[config.mk]
export PLATFORM = sky130hd
export DESIGN_NAME = timer_share_arb
export DESIGN_NICKNAME = d
export VERILOG_FILES = /design/src/rtl/timer_pkg.sv /design/src/rtl/timer_share_arb_down_counter.sv /design/src/rtl/timer_share_arb.sv
export SDC_FILE = /design/constraint.sdc
export NUM_CORES = 1
export LEC_CHECK = 0
export CAP_MARGIN = 20
export CORE_ASPECT_RATIO = 0.9
export CORE_MARGIN = 4
export CORE_UTILIZATION = 40
export DETAILED_ROUTE_END_ITERATION = 7
export GPL_TIMING_DRIVEN = 0
export HOLD_SLACK_MARGIN = 0.02
export PLACE_DENSITY = 0.79
export SETUP_SLACK_MARGIN = 0.2
export SYNTH_ARGS = -nofsm -noshare
export SYNTH_HDL_FRONTEND = slang
export SYNTH_SLANG_ARGS = --single-unit
export TNS_END_PERCENT = 50
[constraint.sdc]
create_clock -name clk -period 2.18 [get_ports clk]
set_clock_uncertainty 0.2 [all_clocks]
set_input_delay 0.327 -clock clk [delete_from_list [all_inputs] [get_ports clk]]
set_output_delay 0.327 -clock clk [all_outputs]
set_load 0.005 [all_outputs]
[src/rtl/timer_pkg.sv]
// Shared types and defaults for the shared one-shot timer block.
// Imported by the arbiter top and its down-counter datapath.
package timer_pkg;

  typedef enum logic {
    IDLE = 1'b0,
    RUN  = 1'b1
  } tsa_state_t;

  localparam int CW_DEF   = 4;
  localparam int NREQ_DEF = 4;

endpackage

[src/rtl/timer_share_arb_down_counter.sv]
// Loadable down-counter that saturates at zero.
// Clear beats load, load beats decrement.
module down_counter
  import timer_pkg::*;
#(
  parameter int CW = CW_DEF
) (
  input  logic          clk,
  input  logic          rst_n,
  input  logic          load,
  input  logic [CW-1:0] load_val,
  input  logic          en,
  input  logic          clr,
  output logic [CW-1:0] count,
  output logic          zero
);

  logic [CW-1:0] count_q;
  logic [CW-1:0] count_d;

  assign zero  = (count_q == '0);
  assign count = count_q;

  always_comb begin
    count_d = count_q;
    unique case (1'b1)
      clr:         count_d = '0;
      load:        count_d = load_val;
      en && !zero: count_d = count_q - 1'b1;
      default:     count_d = count_q;
    endcase
  end

  always_ff @(posedge clk or negedge rst_n) begin
    if (!rst_n) begin
      count_q <= '0;
    end else begin
      count_q <= count_d;
    end
  end

endmodule

[src/rtl/timer_share_arb.sv]
// Round-robin owner of one shared down-counter for NREQ requesters.
// Accept and done strobes are combinational in the cycle they occur.
module timer_share_arb
  import timer_pkg::*;
#(
  parameter int NREQ = NREQ_DEF,
  parameter int CW   = CW_DEF,
  localparam int IW  = (NREQ > 1) ? $clog2(NREQ) : 1
) (
  input  logic               clk,
  input  logic               rst_n,
  input  logic [NREQ-1:0]    req_valid,
  input  logic [NREQ*CW-1:0] req_ticks,
  output logic [NREQ-1:0]    req_ready,
  input  logic               abort,
  output logic [NREQ-1:0]    done_pulse,
  output logic               busy,
  output logic [IW-1:0]      owner,
  output logic [CW-1:0]      count
);

  tsa_state_t    state_q;
  logic [IW-1:0] owner_q;
  logic [IW-1:0] rr_last_q;

  logic [IW-1:0] gnt_idx;
  logic          gnt_any;
  logic [IW:0]   scan;
  logic          accept;
  logic          done;
  logic          zero;
  logic [CW-1:0] load_val;
  logic          run;

  // Scan starts one past the last winner and wraps.
  always_comb begin
    gnt_idx = '0;
    gnt_any = 1'b0;
    scan    = '0;
    for (int k = 1; k <= NREQ; k++) begin
      scan = {1'b0, rr_last_q} + (IW+1)'(k);
      if (int'(scan) >= NREQ) begin
        scan = scan - (IW+1)'(NREQ);
      end
      if (!gnt_any && req_valid[scan[IW-1:0]]) begin
        gnt_any = 1'b1;
        gnt_idx = scan[IW-1:0];
      end
    end
  end

  assign run      = (state_q == RUN);
  assign accept   = rst_n && !run && gnt_any;
  assign done     = run && zero && !abort;
  assign load_val = req_ticks[int'(gnt_idx)*CW +: CW];

  assign req_ready  = accept ? (NREQ'(1) << gnt_idx) : '0;
  assign done_pulse = done ? (NREQ'(1) << owner_q) : '0;
  assign busy       = run;
  assign owner      = owner_q;

  down_counter #(
    .CW(CW)
  ) u_cnt (
    .clk     (clk),
    .rst_n   (rst_n),
    .load    (accept),
    .load_val(load_val),
    .en      (run && !abort),
    .clr     (run && abort),
    .count   (count),
    .zero    (zero)
  );

  always_ff @(posedge clk or negedge rst_n) begin
    if (!rst_n) begin
      state_q   <= IDLE;
      owner_q   <= '0;
      rr_last_q <= IW'(NREQ - 1);
    end else begin
      unique case (state_q)
        IDLE: begin
          if (accept) begin
            state_q   <= RUN;
            owner_q   <= gnt_idx;
            rr_last_q <= gnt_idx;
          end
        end
        RUN: begin
          if (abort || zero) begin
            state_q <= IDLE;
          end
        end
        default: state_q <= IDLE;
      endcase
    end
  end

endmodule

==> results.md, run 1 <==
* Unique masters post-synth at 38
* Post-synthesis sequential area ratio at 0.284
* Most frequent cells in the layout: clkdlybuf4s50_1 (24), buf_4 (20), buf_6 (9)
* Worst reg2reg path startpoint: rr_last_q[1]
* CP startpoint kind: flip-flop
* Starting DRT DRC Count at 17
* DR pass1 iterations at 4
* # diodes at 0
* Routability cong. at 0.734
* Die height at 50.4 um
* WP data required at 1650 ps
* Worst slew pin tran at 453 ps
* Ys async rst share at 1.00
* Wirelength, routed at 3240 um
* Met2 Use GR at 0.437
* Clock Tree Buf Depth at 2
* Slew margin rel. at 0.698
* Largest net degree at the start of global routing at 9
* Crit path from: rr_last_q[1]
* Peak VDD IR at 0.826 mV
* Logic pwr share at 0.723
* Filler cells at 130
* Number of port buffers at 37
* Worst reg2reg endpoint: u_cnt.count[3]
* Vias at 1,042
* Worst-Skew Late Latency at 270 ps
* Clock buffer count from CTS at 3
* M1 GR Usage at 0.295
* Avg Synthesized Cell Area at 8.70 sq um
* Grt ovf at 0
* Final Hold Vio Count at 0
* Cell Area, Synth at 801 sq um
* Pwr dens at 1150 nW/um^2
* Antenna violations before repair at 0
* Critical Path AT at 1820 ps
* Num rows at 15
* DRT antenna net count at 0
* Core Footprint at 1910 sq um
* Layout cell share with drive strength beyond 1 at 0.426
* Cells after synthesis at 92
* R2r setup slk at 20 ps
* Worst Hold Margin at 409 ps
* DIE AREA at 2780 sq um
* Failing checks: negative setup slack
* Die Width at 55.2 um
* Vias in the first global route at 1,100
* Fin worst setup slack at -170 ps
* Clock Power Share at 0.078
* Clock root buffer: clkbuf_4
* Worst r2r path cells at 10
* Number of flops mapped to enable cells by yosys at 0
* DP Cell Count at 154
* CP endpoint: req_ready[3]
* Fmax at 0.426 GHz
* Crit. End Element: primary output
* Minimum clock period at 2350 ps
* Setup Viol. Count Final at 4
* Met3 track demand over resource at 0.0831
* Sw power at 737 uW
* Grt peak-use layer: met2
* MaxCap Viol Count at 0
* Initial Util at 0.418
* Part of the power in registers at 0.199
* Final period utilization at 1.08
* H-tree Lvls at 1
* RSZ-0062 raised after global routing: true
* Final-stage net count at 188
* Dpl hpwl at 1770 um
* Yosys warnings at 0
* Net count after synthesis at 117
* Switch share at 0.411
* Clock slew at reported path FFs at 70 ps
* Synth Flop Type: dfrtp_1
* Setup CP Type: reg -> out
* Critical Path Fanout Max at 7
* Wire per inst at 17.3 um
* Area Overhead vs Synth at 95.6%
* Gr usage total at 0.260
* Most common cell after layout, fill and taps aside: clkdlybuf4s50_1
* Status: finished with violations
* # DRC at 0
* P_leak at 0.000685 uW
* IO Count at 38
* TritonCTS Sinks at 9
* Final slew viol count at 0
* Vias per cell at 5.57
* Int Power at 1060 uW
* First-pass GRT wire length at 5100 um
* Synth Register Bits at 9
* Layout Cells excl Fill at 187
* CTS tree: done
* Pre-CTS setup slack at -873 ps
* Worst min path class: reg -> reg
-- synth_stat cells, types with 2 or more instances --
cell,number,area [sq um]
a21boi_1,2,15.0
dfrtp_1,7,175
o21a_1,2,15.0
o22a_1,3,26.3
inv_1,4,15.0
nand2b_1,4,25.0
o211ai_2,2,25.0
and3_1,2,12.5
dfstp_2,2,52.6
nor2_1,9,33.8
nand3_1,3,15.0
nand2_1,9,33.8
a21o_1,3,22.5
mux2i_1,5,50.1
a21oi_1,3,15.0
ha_1,2,25.0
o21ai_0,8,40.0
o22ai_2,2,25.0
-- layer usage --
layer | part of all wire | up-vias
met2 | 0.51 | 46
met3 | 0.069 | 11
li1 | - | 485
met4 | 0.030 | 0
met5 | 0 | -
met1 | 0.39 | 500
-- registers in the layout, indices dropped and copies added, names as in the netlist --
register     cells
busy             1
owner            2
rr_last_q        2
u_cnt.count      4
-- stage by stage --
stage / area [sq um] / TNS (ps) / power, uW / utilization
final: 1570 / -561 / 1800 / 0.818
after global routing: 1570 / -1280 / 1910 / 0.818
after global placement: 1200 / -4870 / 1080 / 0.628
after floorplan: 801 / 0 / 800 / -
after CTS: 1520 / -424 / 1650 / 0.792
after detailed placement: 1200 / -5460 / 1100 / 0.628
-- power groups by stage --
stage	logic (uW)	registers [uW]	clock network, uW
after floorplan	467	333	0
after global placement	732	343	0
after detailed placement	755	346	0
after CTS	1160	351	140
after global routing	1400	370	146
final	1300	358	140
-- layout make-up --
| type | count | area, sq um | area share |
|---|---|---|---|
| Multi-Input combinational cell | 78 | 674 | 0.431 |
| Inverter | 4 | 15.0 | 0.00958 |
| Buffer | 1 | 11.3 | 0.00719 |
| Sequential cell | 9 | 228 | 0.145 |
| Clock buffer | 4 | 26.3 | 0.0168 |
| Timing Repair Buffer | 66 | 581 | 0.371 |
| Tap cell | 25 | 31.3 | 0.0200 |
-- worst min-delay path by stage --
stage                 startpoint            to  slack, ps  cells past startpoint
finish              rr_last_q[0]  rr_last_q[0]        410                      1
floorplan                  rst_n          busy       -170                      0
global placement    rr_last_q[0]  rr_last_q[0]        350                      1
global route        rr_last_q[0]  rr_last_q[0]        410                      1
CTS                 rr_last_q[0]  rr_last_q[0]        390                      1
detailed placement  rr_last_q[0]  rr_last_q[0]        360                      1
-- critical path, stage by stage, from the launching register on --
cell and delay, ps:
dfstp_2 530, buf_6 140, nand2_4 60, o22ai_4 260, nor2_8 50, buf_6 130, buf_6 110, and3_4 170
buf_6 110
-- timing repair --
| action | 4_1_cts | 5_1_grt |
|---|---|---|
| buffers inserted | 24 | 3 |
| resized for setup | 69 | 6 |
| endpoints found under the setup margin | 14 | 13 |
| hold buffers | 2 | 0 |
| pin swaps | 17 | 6 |
| endpoints found under the hold margin | 7 | 0 |
-- kinds of logic (layout without fill, tap and decap cells) --
| kind of cell | Yosys count | count (layout) | share of synthesized area |
|---|---|---|---|
| fa+ha+maj | 2 | 2 | 0.0312 |
| compound gates | 35 | 35 | 0.352 |
| flops | 9 | 9 | 0.284 |
| simple gates | 36 | 36 | 0.242 |
| mux | 5 | 5 | 0.0625 |
| buf+inv | 5 | 75 | 0.0281 |
Note: power is estimated with default switching activity, not from simulation.
==> inputs of run 2 (changes only) <==
- GPL_TIMING_DRIVEN: 0 -> unset
==> results.md, run 2 (same netlist as run 1, synthesis figures left out) <==
* Status: finished with violations
* Failing checks: negative setup slack
* Util after Layout at 0.815 (-0.00327)
* Cts hold-fix bufs at 0 (-2)
* Multi-input gate area in the final layout at 643 sq um (-4.6%)
* Largest net degree at the start of global routing at 10 (+1)
* Starting DRT DRC Count at 16 (-1)
* Routability cong. at 0.755 (+2.8%)
* Die height at 50.4 um (unchanged)
* H-tree Lvls at 1 (unchanged)
* Crit. End Element: primary output
* Worst path bufs/invs at 2 (-2)
* WP data required at 1650 ps (about the same)
* Final slew viol count at 0 (unchanged)
* Area Overhead vs Synth at 94.8%
* Gr usage total at 0.239 (-0.0208)
* Logic pwr share at 0.710 (-0.013)
* M1 GR Usage at 0.278 (-0.0162)
* Final-stage net count at 193 (+2.7%)
* Grt ovf at 0 (unchanged)
* Sw power at 687 uW (-6.8%)
* Worst reg2reg path startpoint: rr_last_q[1]
* Most frequent cells in the layout: buf_4 (29), clkdlybuf4s50_1 (25), nand2_1 (9)
* Part of the power in registers at 0.213 (+0.014)
* Final Hold Vio Count at 0 (unchanged)
* Worst path cell trace: mux2i_1 -> o22a_1 -> buf_6 -> o21ai_1 -> nor2_1 -> buf_2
* Worst slew pin tran at 330 ps (-123 ps)
* Int Power at 994 uW (-6.1%)
* Setup Viol. Count Final at 8 (+4)
* Fmax at 0.432 GHz (+1.6%)
* Antenna violations before repair at 0 (unchanged)
* Slew margin rel. at 0.780 (+0.0820)
* Met3 track demand over resource at 0.0623 (-0.0208)
* # DRC at 0 (unchanged)
* Die Width at 55.2 um (unchanged)
* CP startpoint kind: flip-flop
* RSZ-0062 raised after global routing: true
* DRT antenna net count at 0 (unchanged)
* Vias in the first global route at 1,075 (-2.3%)
* Clock Power Share at 0.077 (about the same)
* CP max-delay cell: dfstp_2
* Clock root buffer: clkbuf_4
* CTS tree: done
* Final period utilization at 1.06 (-0.0168)
* Num rows at 15 (unchanged)
* Critical Path AT at 1790 ps (-30 ps)
* Wire per inst at 17.0 um (-1.5%)
* DR pass1 iterations at 4 (unchanged)
* Minimum clock period at 2310 ps (-36.6 ps)
* Wirelength, routed at 3270 um (+1.1%)
* Setup_tns at -319 ps (+242 ps)
* Fin worst setup slack at -133 ps (+36.6 ps)
* Layout Cells excl Fill at 192 (+2.7%)
* Grt peak-use layer: met2
* Worst reg2reg endpoint: u_cnt.count[0]
* FF+latch area at 228 sq um (unchanged)
* TritonCTS Sinks at 9 (unchanged)
* Met2 Use GR at 0.413 (-0.0236)
* Worst r2r path cells at 10 (unchanged)
* P_leak at 0.000699 uW (+2.1%)
* Filler cells at 123 (-5.4%)
* Peak VDD IR at 0.851 mV (+3.0%)
* Vias per cell at 5.57 (about the same)
* Max reg flops at 4 (unchanged)
* DP Cell Count at 174 (+13%)
* IO Count at 38 (unchanged)
* Max incr delay on CP at 600 ps (+70 ps)
* Layout cell share with drive strength beyond 1 at 0.413 (-0.0128)
* Core Footprint at 1910 sq um (unchanged)
* Delay-heaviest family, CP: flip-flops
* Setup CP Type: reg -> out
* Clock slew at reported path FFs at 60 ps (about the same)
* Critical Path Fanout Max at 7 (unchanged)
* Most common cell after layout, fill and taps aside: buf_4
* First-pass GRT wire length at 4720 um (-7.5%)
* DIE AREA at 2780 sq um (unchanged)
* # diodes at 0 (unchanged)
* Pwr dens at 1080 nW/um^2 (-6.0%)
* Initial Util at 0.418 (unchanged)
* Worst-Skew Late Latency at 260 ps (about the same)
* Worst min path class: in -> async
* MaxCap Viol Count at 0 (unchanged)
* Number of port buffers at 37 (unchanged)
* Switch share at 0.409 (-0.00165)
* R2r setup slk at 40 ps (+20 ps)
* Vias at 1,069 (+2.6%)
* Clock Tree Buf Depth at 2 (unchanged)
* Clock buffer count from CTS at 3 (unchanged)
* Dpl hpwl at 2050 um (+16%)
run 2: power groups by stage:
stage,clock [uW],sequential [uW],combinational (uW)
after floorplan,0,333,467
after global placement,0,339,883
after detailed placement,0,346,904
after CTS,132,352,1070
after global routing,149,370,1290
final,129,359,1190
run 2: per-stage QoR:
step	instance area, sq um	total power (uW)	worst slack (ps)	hold slack, ps
final	1560	1680	-133	259
after global routing	1560	1810	-215	266
after CTS	1510	1560	-73.1	254
after detailed placement	1350	1250	-494	340
after global placement	1350	1220	-428	323
after floorplan	801	800	273	-169
run 2: final cells by class:
type	instances	share of cell area
sequential	9	0.146
clock buffer	4	0.0168
inverter	4	0.00962
tap	25	0.0200
timing repair buffer	72	0.395
multi-input combinational	78	0.412
run 2: repair_timing:
| action | 4_1_cts | 5_1_grt |
|---|---|---|
| gates resized for setup | 53 | 7 |
| cloned | 0 | 0 |
| pin swaps | 11 | 10 |
| setup buffers | 9 | 5 |
| setup endpoints to repair | 11 | 13 |
run 2: routing by layer:
metal / share of wire / wire, um
met5: 0 / 0
met1: 0.41 / 1330
met4: 0.029 / 95
met2: 0.50 / 1640
met3: 0.062 / 204
run 2: worst reg2reg max path: stages, from the launching register on:
cell      delay [ps]
dfstp_2          600
mux2i_1          100
o22a_1           250
o21ai_2          100
nand2_1          100
buf_4            150
buf_6            100
buf_6            100
buf_6            100
buf_6            110
o211ai_1         150
run 2: worst max-delay path by stage:
stage | start | endpoint | slack [ps] | cells after the start
global placement | req_valid[3] | req_ready[1] | -430 | 7
CTS | rr_last_q[1] | req_ready[0] | -70 | 6
floorplan | u_cnt.count[0] | u_cnt.count[1] | 270 | 7
global route | rr_last_q[1] | req_ready[2] | -210 | 6
finish | rr_last_q[1] | req_ready[2] | -130 | 6
detailed placement | req_valid[3] | req_ready[1] | -490 | 7
==> inputs of run 3 (changes only) <==
- ABC_CLOCK_PERIOD_IN_PS: unset -> 2180
- CORE_MARGIN: 4 -> 2
==> results.md, run 3 (same netlist as run 1, synthesis figures left out) <==
* Num rows at 15 (unchanged)
* Fmax at 0.444 GHz (+2.7%)
* Pwr dens at 1150 nW/um^2 (+7.1%)
* Final Hold Vio Count at 0 (unchanged)
* Slew margin rel. at 0.750 (-0.0303)
* Gr usage total at 0.297 (+0.0582)
* Peak VDD IR at 1.01 mV (+18%)
* MaxCap Viol Count at 0 (unchanged)
* Most frequent cells in the layout: buf_4 (36), clkdlybuf4s50_1 (25), o21ai_0 (7), dfrtp_1 (7), buf_2 (7)
* Fin worst setup slack at -72.7 ps (+60.7 ps)
* Met3 track demand over resource at 0.0877 (+0.0253)
* Vias at 1,189 (+11%)
* Met2 Use GR at 0.577 (+0.163)
* Delay-heaviest family, CP: flip-flops
* Max incr delay on CP at 600 ps (about the same)
* Critical Path Fanout Max at 5 (-2)
* Layout cell share with drive strength beyond 1 at 0.486 (+0.0724)
* Worst path bufs/invs at 3 (+1)
* DRT antenna net count at 0 (unchanged)
* DR pass1 iterations at 4 (unchanged)
* # DRC at 0 (unchanged)
* H-tree Lvls at 1 (unchanged)
* Initial Util at 0.422 (+0.00414)
* Util after Layout at 0.863 (+0.0483)
* Number of port buffers at 37 (unchanged)
* Die height at 46.4 um (-7.9%)
* Die Width at 51.2 um (-7.3%)
* Failing checks: negative setup slack
* Wire per inst at 19.1 um (+12%)
* Clock buffer count from CTS at 3 (unchanged)
* CP startpoint kind: flip-flop
* Worst slew pin tran at 374 ps (+44.2 ps)
* M1 GR Usage at 0.293 (+0.0144)
* Critical Path AT at 1730 ps (-60 ps)
* Final slew viol count at 0 (unchanged)
* Crit. End Element: primary output
* Final period utilization at 1.03 (-0.0279)
* Crit path from: rr_last_q[1]
* Worst reg2reg path startpoint: rr_last_q[1]
* CTS tree: done
* Antenna violations before repair at 0 (unchanged)
* Setup Viol. Count Final at 8 (unchanged)
* Wirelength, routed at 3770 um (+15%)
* RSZ-0062 raised after global routing: true
* Starting DRT DRC Count at 43 (+27)
* R2r setup slk at 30 ps (about the same)
* IO Count at 38 (unchanged)
* First-pass GRT wire length at 5030 um (+6.6%)
* Minimum clock period at 2250 ps (-60.7 ps)
* Final-stage net count at 199 (+3.1%)
* Vias in the first global route at 1,117 (+3.9%)
* Most common cell after layout, fill and taps aside: buf_4
* Core Footprint at 1900 sq um (-0.98%)
* Grt peak-use layer: met2
* TritonCTS Sinks at 9 (unchanged)
* Max reg flops at 4 (unchanged)
* Worst path cell trace: buf_6 -> nand2_4 -> o22ai_4 -> nor2_8 -> buf_6 -> nor2_4 -> buf_2
* DIE AREA at 2380 sq um (-15%)
* Largest net degree at the start of global routing at 10 (unchanged)
* Vias per cell at 6.01 (+7.9%)
* CP max-delay cell: dfstp_2
* Grt ovf at 0 (unchanged)
* Routability cong. at 0.781 (+3.5%)
* Most used cell, CP: buf_6
* Dpl hpwl at 2190 um (+6.6%)
* Clock slew at reported path FFs at 60 ps (about the same)
* Worst-Skew Late Latency at 270 ps (about the same)
* Worst min path class: in -> async
* P_leak at 0.000731 uW (+4.5%)
* Setup_tns at -333 ps (-13.8 ps)
* Status: finished with violations
* # diodes at 0 (unchanged)
* Setup CP Type: reg -> out
* Clock root buffer: clkbuf_4
* Clock Tree Buf Depth at 2 (unchanged)
* Area Overhead vs Synth at 104%
* WP data required at 1650 ps (about the same)
run 3: changes by cell type in the layout (fill, tap and decap cells not counted), sizes merged:
cell / before / now
clkbuf: 6 / 4
buf: 41 / 49
run 3: what timing repair did:
item                       4_1_cts  5_1_grt
setup endpoints to repair       12       12
resized for setup               61       13
hold buffers                     0        0
pin swaps                       14        9
setup buffers                   10        5
hold endpoints to repair         0        0
gates cloned                     0        0
run 3: metal layers:
layer  vias to the layer above  routed length (um)
li1                        513                   -
met3                        33                 346
met5                         -                   0
met1                       555                1250
met2                        88                1920
met4                         0                 257
run 3: cell type report:
class / instances / area [sq um]
timing repair buffer: 78 / 658
inverter: 4 / 15.0
tap: 25 / 31.3
clock buffer: 4 / 26.3
multi-input combinational: 78 / 678
fill: 96 / 259
sequential: 9 / 228
run 3: final timing paths:
path,to,depth (start not counted)
worst max-delay path,req_ready[0],7
worst min-delay path,u_cnt.count[1],2
worst max register to register,u_cnt.count[3],9
worst min register to register,rr_last_q[1],2
max in group asynchronous,rr_last_q[1],2
min in group clk,rr_last_q[1],2
run 3: worst register-to-register path, cell delays in order, from the launching register on:
cell,delay (ps)
dfstp_2,600
buf_6,130
nand2_4,60
o22ai_4,270
nor2_8,90
buf_6,130
buf_4,120
buf_6,130
mux2i_1,150
o221ai_1,150
run 3: power by group:
part / internal [uW] / switching (uW)
clock network: 71.0 / 65.1
logic: 761 / 627
registers: 257 / 108
run 3: per-stage QoR:
| stage | power (uW) | area, sq um | cells | hold slack (ps) | worst slack [ps] |
|---|---|---|---|---|---|
| 2_1_floorplan | 800 | 801 | 92 | -169 | 273 |
| 3_3_place_gp | 1250 | 1390 | 179 | 323 | -415 |
| 3_5_place_dp | 1300 | 1390 | 179 | 341 | -457 |
| 4_1_cts | 1650 | 1550 | 193 | 276 | -40.4 |
| 5_1_grt | 1950 | 1640 | 198 | 279 | -114 |
| 6_report | 1890 | 1640 | 198 | 279 | -72.7 |
